$ cat src/rtl/wm_pkg.sv
// rtl/wm_pkg.sv - shared washing-machine state encoding and phase durations
package wm_pkg;

    localparam int PERIOD_W = 16;
    localparam int FILL_T   = 1;
    localparam int WASH_T   = 5;
    localparam int RINSE_T  = 2;
    localparam int SPIN_T   = 1;

    typedef enum logic [2:0] {
        ST_IDLE  = 3'd0,
        ST_FILL  = 3'd1,
        ST_WASH  = 3'd2,
        ST_RINSE = 3'd3,
        ST_SPIN  = 3'd4
    } wm_state_e;

endpackage

$ cat src/rtl/wash_cycle_ctrl.sv
// rtl/wash_cycle_ctrl.sv - paid wash-cycle sequencer driving the shared phase timer
module wash_cycle_ctrl
    import wm_pkg::*;
#(
    parameter int PERIOD_W = wm_pkg::PERIOD_W,
    parameter int FILL_T   = wm_pkg::FILL_T,
    parameter int WASH_T   = wm_pkg::WASH_T,
    parameter int RINSE_T  = wm_pkg::RINSE_T,
    parameter int SPIN_T   = wm_pkg::SPIN_T
) (
    input  logic                clk,
    input  logic                reset,
    input  logic                coin_in,
    input  logic                double_wash,
    input  logic                lid_open,
    input  logic                cancel,
    input  logic                tmr_done,
    output logic                tmr_clear,
    output logic                tmr_enable,
    output logic [PERIOD_W-1:0] tmr_period,
    output logic [2:0]          state,
    output logic                wash_done
);

    wm_state_e           state_q, state_d, nxt;
    logic                entry_q, entry_d;
    logic                pass_q, pass_d;
    logic                dbl_q, dbl_d;
    logic                clr_q, clr_d;
    logic                en_q, en_d;
    logic [PERIOD_W-1:0] per_q, per_d;
    logic                done_q, done_d;

    function automatic logic [PERIOD_W-1:0] phase_period(input wm_state_e s);
        case (s)
            ST_FILL:  return PERIOD_W'(FILL_T);
            ST_WASH:  return PERIOD_W'(WASH_T);
            ST_RINSE: return PERIOD_W'(RINSE_T);
            ST_SPIN:  return PERIOD_W'(SPIN_T);
            default:  return '0;
        endcase
    endfunction

    always_ff @(posedge clk) begin
        if (reset) begin
            state_q <= ST_IDLE;
            entry_q <= 1'b0;
            pass_q  <= 1'b0;
            dbl_q   <= 1'b0;
            clr_q   <= 1'b0;
            en_q    <= 1'b0;
            per_q   <= '0;
            done_q  <= 1'b0;
        end else begin
            state_q <= state_d;
            entry_q <= entry_d;
            pass_q  <= pass_d;
            dbl_q   <= dbl_d;
            clr_q   <= clr_d;
            en_q    <= en_d;
            per_q   <= per_d;
            done_q  <= done_d;
        end
    end

    always_comb begin
        state_d = state_q;
        entry_d = 1'b0;
        pass_d  = pass_q;
        dbl_d   = dbl_q;
        clr_d   = 1'b0;
        en_d    = 1'b0;
        per_d   = per_q;
        done_d  = 1'b0;
        nxt     = ST_IDLE;
        case (state_q)
            ST_IDLE: begin
                per_d = '0;
                if (coin_in) begin
                    state_d = ST_FILL;
                    entry_d = 1'b1;
                    clr_d   = 1'b1;
                    per_d   = phase_period(ST_FILL);
                    dbl_d   = double_wash;
                    pass_d  = 1'b0;
                end
            end
            ST_FILL, ST_WASH, ST_RINSE, ST_SPIN: begin
                if (cancel) begin
                    state_d = ST_IDLE;
                    clr_d   = 1'b1;
                    per_d   = '0;
                end else if (entry_q) begin
                    en_d = 1'b1;
                end else if (state_q == ST_SPIN && lid_open) begin
                    // paused: timer keeps its count, no re-clear on release
                    en_d = 1'b0;
                end else if (en_q && tmr_done) begin
                    case (state_q)
                        ST_FILL:  nxt = ST_WASH;
                        ST_WASH:  nxt = ST_RINSE;
                        ST_RINSE: begin
                            if (dbl_q && !pass_q) begin
                                nxt    = ST_WASH;
                                pass_d = 1'b1;
                            end else begin
                                nxt = ST_SPIN;
                            end
                        end
                        default:  nxt = ST_IDLE;
                    endcase
                    if (nxt == ST_IDLE) begin
                        state_d = ST_IDLE;
                        done_d  = 1'b1;
                        per_d   = '0;
                    end else begin
                        state_d = nxt;
                        entry_d = 1'b1;
                        clr_d   = 1'b1;
                        per_d   = phase_period(nxt);
                    end
                end else begin
                    en_d = 1'b1;
                end
            end
            default: begin
                state_d = ST_IDLE;
                per_d   = '0;
            end
        endcase
    end

    assign tmr_clear  = clr_q;
    assign tmr_enable = en_q;
    assign tmr_period = per_q;
    assign state      = state_q;
    assign wash_done  = done_q;

endmodule
$ cat config.mk
export PLATFORM = sky130hd
export DESIGN_NAME = wash_cycle_ctrl
export DESIGN_NICKNAME = d
export VERILOG_FILES = /design/src/rtl/wm_pkg.sv /design/src/rtl/wash_cycle_ctrl.sv
export SDC_FILE = /design/constraint.sdc
export NUM_CORES = 1
export LEC_CHECK = 0
export CAP_MARGIN = 10
export CORE_UTILIZATION = 39
export CTS_BUF_LIST = sky130_fd_sc_hd__clkbuf_16
export DETAILED_ROUTE_END_ITERATION = 10
export PLACE_DENSITY = 0.77
export REMOVE_ABC_BUFFERS = 1
export SLEW_MARGIN = 5
export SYNTH_ARGS = -nofsm -noshare
export SYNTH_HDL_FRONTEND = slang
export SYNTH_SLANG_ARGS = --single-unit
$ cat constraint.sdc
create_clock -name clk -period 4.6 [get_ports clk]
set_clock_uncertainty 0.2 [all_clocks]
set_input_delay 0.92 -clock clk [delete_from_list [all_inputs] [get_ports clk]]
set_output_delay 0.92 -clock clk [all_outputs]
set_load 0.05 [all_outputs]
# Yosys cells after proc, flatten, opt, wreduce, memory -nomap -nowiden
# Index checks and enable logic that the tools add are counted.
totals:
  out_inout_bits: 22
  reg_bits: 25
  mem_bits_ro: 0
  ramBits: 0
  latchBits: 0
  mem_count: 0
classes:
  n_reduce_logical: 15
  n_shift: 0
  order_cmp: 0
  div_mod_pow: 0
  n_mul: 0
  muxes: 43
  n_eq_ne: 18
  addsub: 0
  n_bitwise: 2
ops:
  columns: ["op", "count"]
  rows:
  - ["16-bit two-way mux", 4]
  - ["3-bit two-way mux", 13]
  - ["16-bit case mux with 2 select lines", 1]
  - ["1-bit two-way mux", 19]
  - ["3-bit case mux with 3 select lines", 2]
  - ["2-bit inequality test, second input constant", 7]
  - ["3-bit by 2-bit == test with 1-bit output, second input constant", 4]
  - ["3-bit inequality test, second input constant", 3]
  - ["8-bit AND reduction", 1]
  - ["3-bit by 1-bit == test with 1-bit output, second input constant", 2]
  - ["3-bit == test, second input constant", 2]
  - ["3-bit zero test", 2]
  - ["1-bit case mux with 2 select lines", 3]
  - ["3-bit case mux with 2 select lines", 1]
  - ["6-bit OR reduction", 1]
  - ["4-bit AND reduction", 1]
  - ["4-bit OR reduction", 1]
  - ["1-bit logical AND", 3]
  - ["3-bit AND reduction", 1]
  - ["3-bit OR reduction", 1]
  - ["1-bit NOT", 2]
  - ["2-bit AND reduction", 1]
  - ["2-bit nonzero test", 1]
  - ["2-bit OR reduction", 1]
  - ["1-bit zero test", 1]

# Logic depth before layout (Yosys ltp)
# Gate-level depths: netlist of run 1.
depth:
  word_depth: 18
  ltp_mapped: 6
  mapped_depth_nobuf: 4

# Worst setup path before layout of run 1
# No wires, ideal clock.
synth_path:
  path_kind: "input port to flip-flop"
  from: "in lid_open"
  to: "reg state_q[0] (netlist: state[0])"
  setup_ps: 86
  path_slack_ps: 2505
  arrival_ps: 1809
  n_path_buf: 0
  cell_stages: 4
  cell_sequence: "and4bb_1 > nor4b_1 > or3_1 > a221oi_2"
synth_between:
  elab_chain_len: 3
synth_rtl:
  columns: ["item", "line", "rtl"]
  rows:
  - ["start, declared", "wash_cycle_ctrl.sv:15", "input logic lid_open,"]
  - ["1-bit logical AND", "wash_cycle_ctrl.sv:95", "end else if (state_q == ST_SPIN && lid_open) begin"]
  - ["3-bit inequality test (no source line)", null, null]
  - ["4-bit AND reduction (no source line)", null, null]
  - ["end signal, assigned", "wash_cycle_ctrl.sv:55", "state_q <= state_d;"]
  - ["end, declared", "wash_cycle_ctrl.sv:25", "wm_state_e state_q, state_d, nxt;"]
# Every way passes these cells.
# A chain may end at the register's enable or synchronous reset.

# Worst setup path after layout of run 1
layout_path:
  from: "reg state_q[2] (netlist: state[2])"
  to: "out state[2]"
layout_rtl:
  columns: ["item", "line", "rtl"]
  rows:
  - ["end, declared", "wash_cycle_ctrl.sv:21", "output logic [2:0] state,"]
# No word-level cell between the ends.

==> results of run 1 <==
-- worst paths after layout --
| kind | startpoint | endpoint | slack, ns | cells past startpoint |
|---|---|---|---|---|
| setup / recovery | state[2]$_SDFFE_PP0P_ | state[2] | 1.73 | 1 |
| hold / removal | tmr_period[2]$_SDFFE_PP0P_ | tmr_period[2]$_SDFFE_PP0P_ | 0.25 | 2 |
| setup reg to reg | state[2]$_SDFFE_PP0P_ | state[0]$_SDFFE_PP0P_ | 2.84 | 4 |
| hold reg to reg | tmr_period[2]$_SDFFE_PP0P_ | tmr_period[2]$_SDFFE_PP0P_ | 0.25 | 2 |
-- stage by stage --
| stage | setup WS [ns] | instances |
|---|---|---|
| floorplan | 2.51 | 85 |
| global placement | 2.00 | 125 |
| detailed placement | 1.98 | 125 |
| CTS | 1.75 | 129 |
| global route | 1.66 | 129 |
| finish | 1.73 | 129 |
-- power groups by stage --
stage	Sequential (W)	Clock [W]	Combinational, W
floorplan	0.000125	0	0.0000439
global placement	0.000114	0	0.0000717
detailed placement	0.000115	0	0.0000721
CTS	0.000113	0.000164	0.0000725
global route	0.000113	0.000168	0.0000774
finish	0.000113	0.000160	0.0000726
-- layout by cell type, fill, tap and decap left out, types with 2 or more instances in the layout --
cell type,count
sky130_fd_sc_hd__a21boi_1,2
sky130_fd_sc_hd__a21oi_1,7
sky130_fd_sc_hd__clkbuf_16,3
sky130_fd_sc_hd__clkdlybuf4s50_1,15
sky130_fd_sc_hd__conb_1,13
sky130_fd_sc_hd__dfxtp_1,12
sky130_fd_sc_hd__inv_1,4
sky130_fd_sc_hd__nand2_1,6
sky130_fd_sc_hd__nand3_1,3
sky130_fd_sc_hd__nor2_1,4
sky130_fd_sc_hd__nor2_2,2
sky130_fd_sc_hd__nor3_1,9
sky130_fd_sc_hd__nor4_1,2
sky130_fd_sc_hd__o21ai_0,2
-- kinds of logic (layout without fill, tap and decap cells) --
logic type | after synthesis | after routing | synth area share (%)
buf+inv | 22 | 23 | 19.7
compound gates | 21 | 21 | 20.0
simple gates | 35 | 35 | 26.9
other cells | 1 | 13 | 0.513
flops | 12 | 12 | 32.9
-- metal layers --
metal	part of all wire (%)	vias to the layer above	routed length [um]
li1	-	328	-
met1	44	307	658
met2	50	21	752
met3	3.4	5	51
met4	2.1	0	31
met5	0	-	0
-- flip-flops by register name, summed over array words and instances (netlist names) --
register    flops
entry_q         1
tmr_clear       1
tmr_period      3
pass_q          1
state           3
tmr_enable      1
dbl_q           1
wash_done       1
-- layout make-up --
cell class | instances | area [um2] | area share, %
repair buffers | 15 | 150 | 16.6
clock inverters | 1 | 3.75 | 0.414
well taps | 25 | 31.3 | 3.45
clock buffers | 3 | 75.1 | 8.28
flip-flops and latches | 12 | 240 | 26.5
multi-input cells | 69 | 392 | 43.2
inverters | 4 | 15.0 | 1.66
==> impl_summary.log, run 1 <==
INFO  metric status = finished, final reports clean
INFO  metric routabilityCongestion = 0.878
INFO  metric synth_cell_types = 35
INFO  metric design.portCount = 29
INFO  metric grtUsageMet1 = a little under a fifth
INFO  metric internal_power = 0.000243 W
INFO  metric finalPower = approximately 0.00035 W
INFO  metric start_kind = flip-flop
INFO  metric asyncSetResetFlopFracSynth = 0%
INFO  metric critical_path_required = 3.48 ns
INFO  metric cp.arrival = about 1.8 ns
INFO  metric cts_buffer_depth = 2
INFO  metric cts-root-buf = sky130_fd_sc_hd__clkbuf_16
INFO  metric final.min_clock_period = ~2.9 ns
INFO  metric cts.reportedPaths.clkPinSlew = roughly 0.04 ns
INFO  metric slew_viol_final = 0
INFO  metric yosysWarningCount = 0
INFO  metric globalRoute.totalOverflow = 0
INFO  metric final_net_count = 112
INFO  metric grt_setup_unrepaired = no
INFO  metric finalHoldViolations = 0
INFO  metric cts_buf_count = 3
INFO  metric grt_max_degree = 16
INFO  metric drt_iter0_drc = 14
INFO  metric antenna-diode-count = 0
INFO  metric maxSlewHeadroom = about two thirds
INFO  metric crit_path_buffers_inverters = 1
INFO  metric finish.utilization = between 50% and 60%
INFO  metric global_routing_s_busiest_layer = met2
INFO  metric floorplan.core_area = approximately 1700 um2
INFO  metric avgSynthCellArea = 8.03 um2
INFO  metric detailed_place_hpwl = about 1.1 mm
INFO  metric grt_antenna_before_repair = 0
INFO  metric post_synth_inst_count = between 90 and 100
INFO  metric most_frequently_used_cell_type_in_the_post_synthesis_netlist = sky130_fd_sc_hd__buf_4
INFO  metric mappedNetlistArea = 731 um2
INFO  metric clock_power_share = ~46%
INFO  metric synth-main-ff-cell = sky130_fd_sc_hd__dfxtp_1
INFO  metric finalInstanceArea = 907 um2
INFO  metric drt_drc_violations_left = 0
INFO  metric fp.dieH = roughly 45 um
INFO  metric power_density = between 300 and 400 nW/um2
INFO  metric growth_of_design_area_from_synthesis_to_finish = 24.1%
INFO  metric final_layout_setup_total_negative_slack = 0 ns
INFO  metric share_seq_of_total_power = about a third
INFO  metric io_buffer_count = 15
INFO  metric cts.repair_timing.setup_buffer_count = 0
INFO  metric pwr-share-comb = a little over a fifth
INFO  metric routed-via-count = 661
INFO  metric synth_enable_flop_cells = 0
INFO  metric synth-seq-area-share = roughly 33%
INFO  metric insertion_delay = 0.24 ns
INFO  metric timing.critical_path.fanout_max = 15
INFO  metric cp_cell_sequence = clkdlybuf4s50_1
INFO  metric cts.repair.resized = 0
INFO  metric vdd_ir_drop_max = 169 uV
INFO  metric die_footprint = 2050 um2
INFO  metric hp-class = flip-flop to flip-flop
INFO  metric max_stage_delay = a little under 0.9 ns
INFO  metric initial_core_util = 41.9%
INFO  metric globalRouteTotalUtil = roughly 16%
INFO  metric chipWidth = between 40 and 50 um
INFO  metric grt_pass1_wl = 2.40 mm
INFO  metric h-tree-depth = 1
INFO  metric via_per_inst = 5.12
INFO  metric cts.sinks = 12
INFO  metric worstMarginPinSlew = between 0.5 and 0.6 ns
INFO  metric holdBufCountCts = 0
INFO  metric ant_nets = 0
INFO  metric critPathCaptureType = output port
INFO  metric worst-setup-path-type = flip-flop to output port
INFO  metric max_clock_freq = between 300 and 400 MHz
INFO  metric maxCapViolCount = 0
INFO  metric worst_path_dominant_cell_family = buffers and inverters
INFO  metric p_leak = roughly 0.33 nW
INFO  metric share_of_cells_above_drive_strength_1 = a little under 7%
INFO  metric synth_top_cell_by_area = sky130_fd_sc_hd__dfxtp_1
INFO  metric synth_seq_cells = 12
INFO  metric fin_worst_hold_slack = around 0.25 ns
INFO  metric detail_route.first_pass.iterations = 4
INFO  metric placed_cell_area = 828 um2
INFO  metric p_sw_share = about 30%
INFO  metric grtUsageMet3 = between 3 and 4%
INFO  metric net-switching-power = 0.000102 W
INFO  metric fill_cells = 173
INFO  metric avgRoutedWirePerCell = 11.6 um
INFO  metric timing.final.crit_share = between 60 and 70%
INFO  metric rows = 15
INFO  metric post-synth-top-area-fraction = between 30% and 40%
INFO  metric critical-path-slowest-cell = sky130_fd_sc_hd__clkdlybuf4s50_1
INFO  metric netlist_top_cells_area = sky130_fd_sc_hd__dfxtp_1 (33%), sky130_fd_sc_hd__buf_4 (14%), sky130_fd_sc_hd__nor3_1 (6.2%), sky130_fd_sc_hd__a21oi_1 (4.8%), sky130_fd_sc_hd__nand2_1 (3.1%)
INFO  metric met2_track_usage_gr = about 29%
INFO  metric synthTopCellsByCount = sky130_fd_sc_hd__buf_4 (14), sky130_fd_sc_hd__dfxtp_1 (12), sky130_fd_sc_hd__nor3_1 (9)
INFO  metric finalSetupViolations = 0
INFO  metric number_of_global_route_vias_before_repair = around 580
INFO  metric route.final.wire_length = around 1.5 mm
INFO  metric tritoncts = built
Note: power is estimated with default switching activity, not from simulation.
==> run 2, diff against run 1 <==
==> constraint.sdc (replaced) <==
create_clock -name clk -period 2.8 [get_ports clk]
set_clock_uncertainty 0.2 [all_clocks]
set_input_delay 0.56 -clock clk [delete_from_list [all_inputs] [get_ports clk]]
set_output_delay 0.56 -clock clk [all_outputs]
set_load 0.05 [all_outputs]
==> results of run 2 <==
The final DEF is identical to that of run 1. Status: finished, final reports clean.
Main changes from that run: setup slack after placement 1.98 ns -> 0.544 ns; setup slack after layout 1.73 ns -> 0.294 ns; register-to-register setup slack 2.84 ns -> 1.04 ns; total power 0.000346 W -> 0.000568 W; worst IR drop on VDD 169 uV -> 277 uV
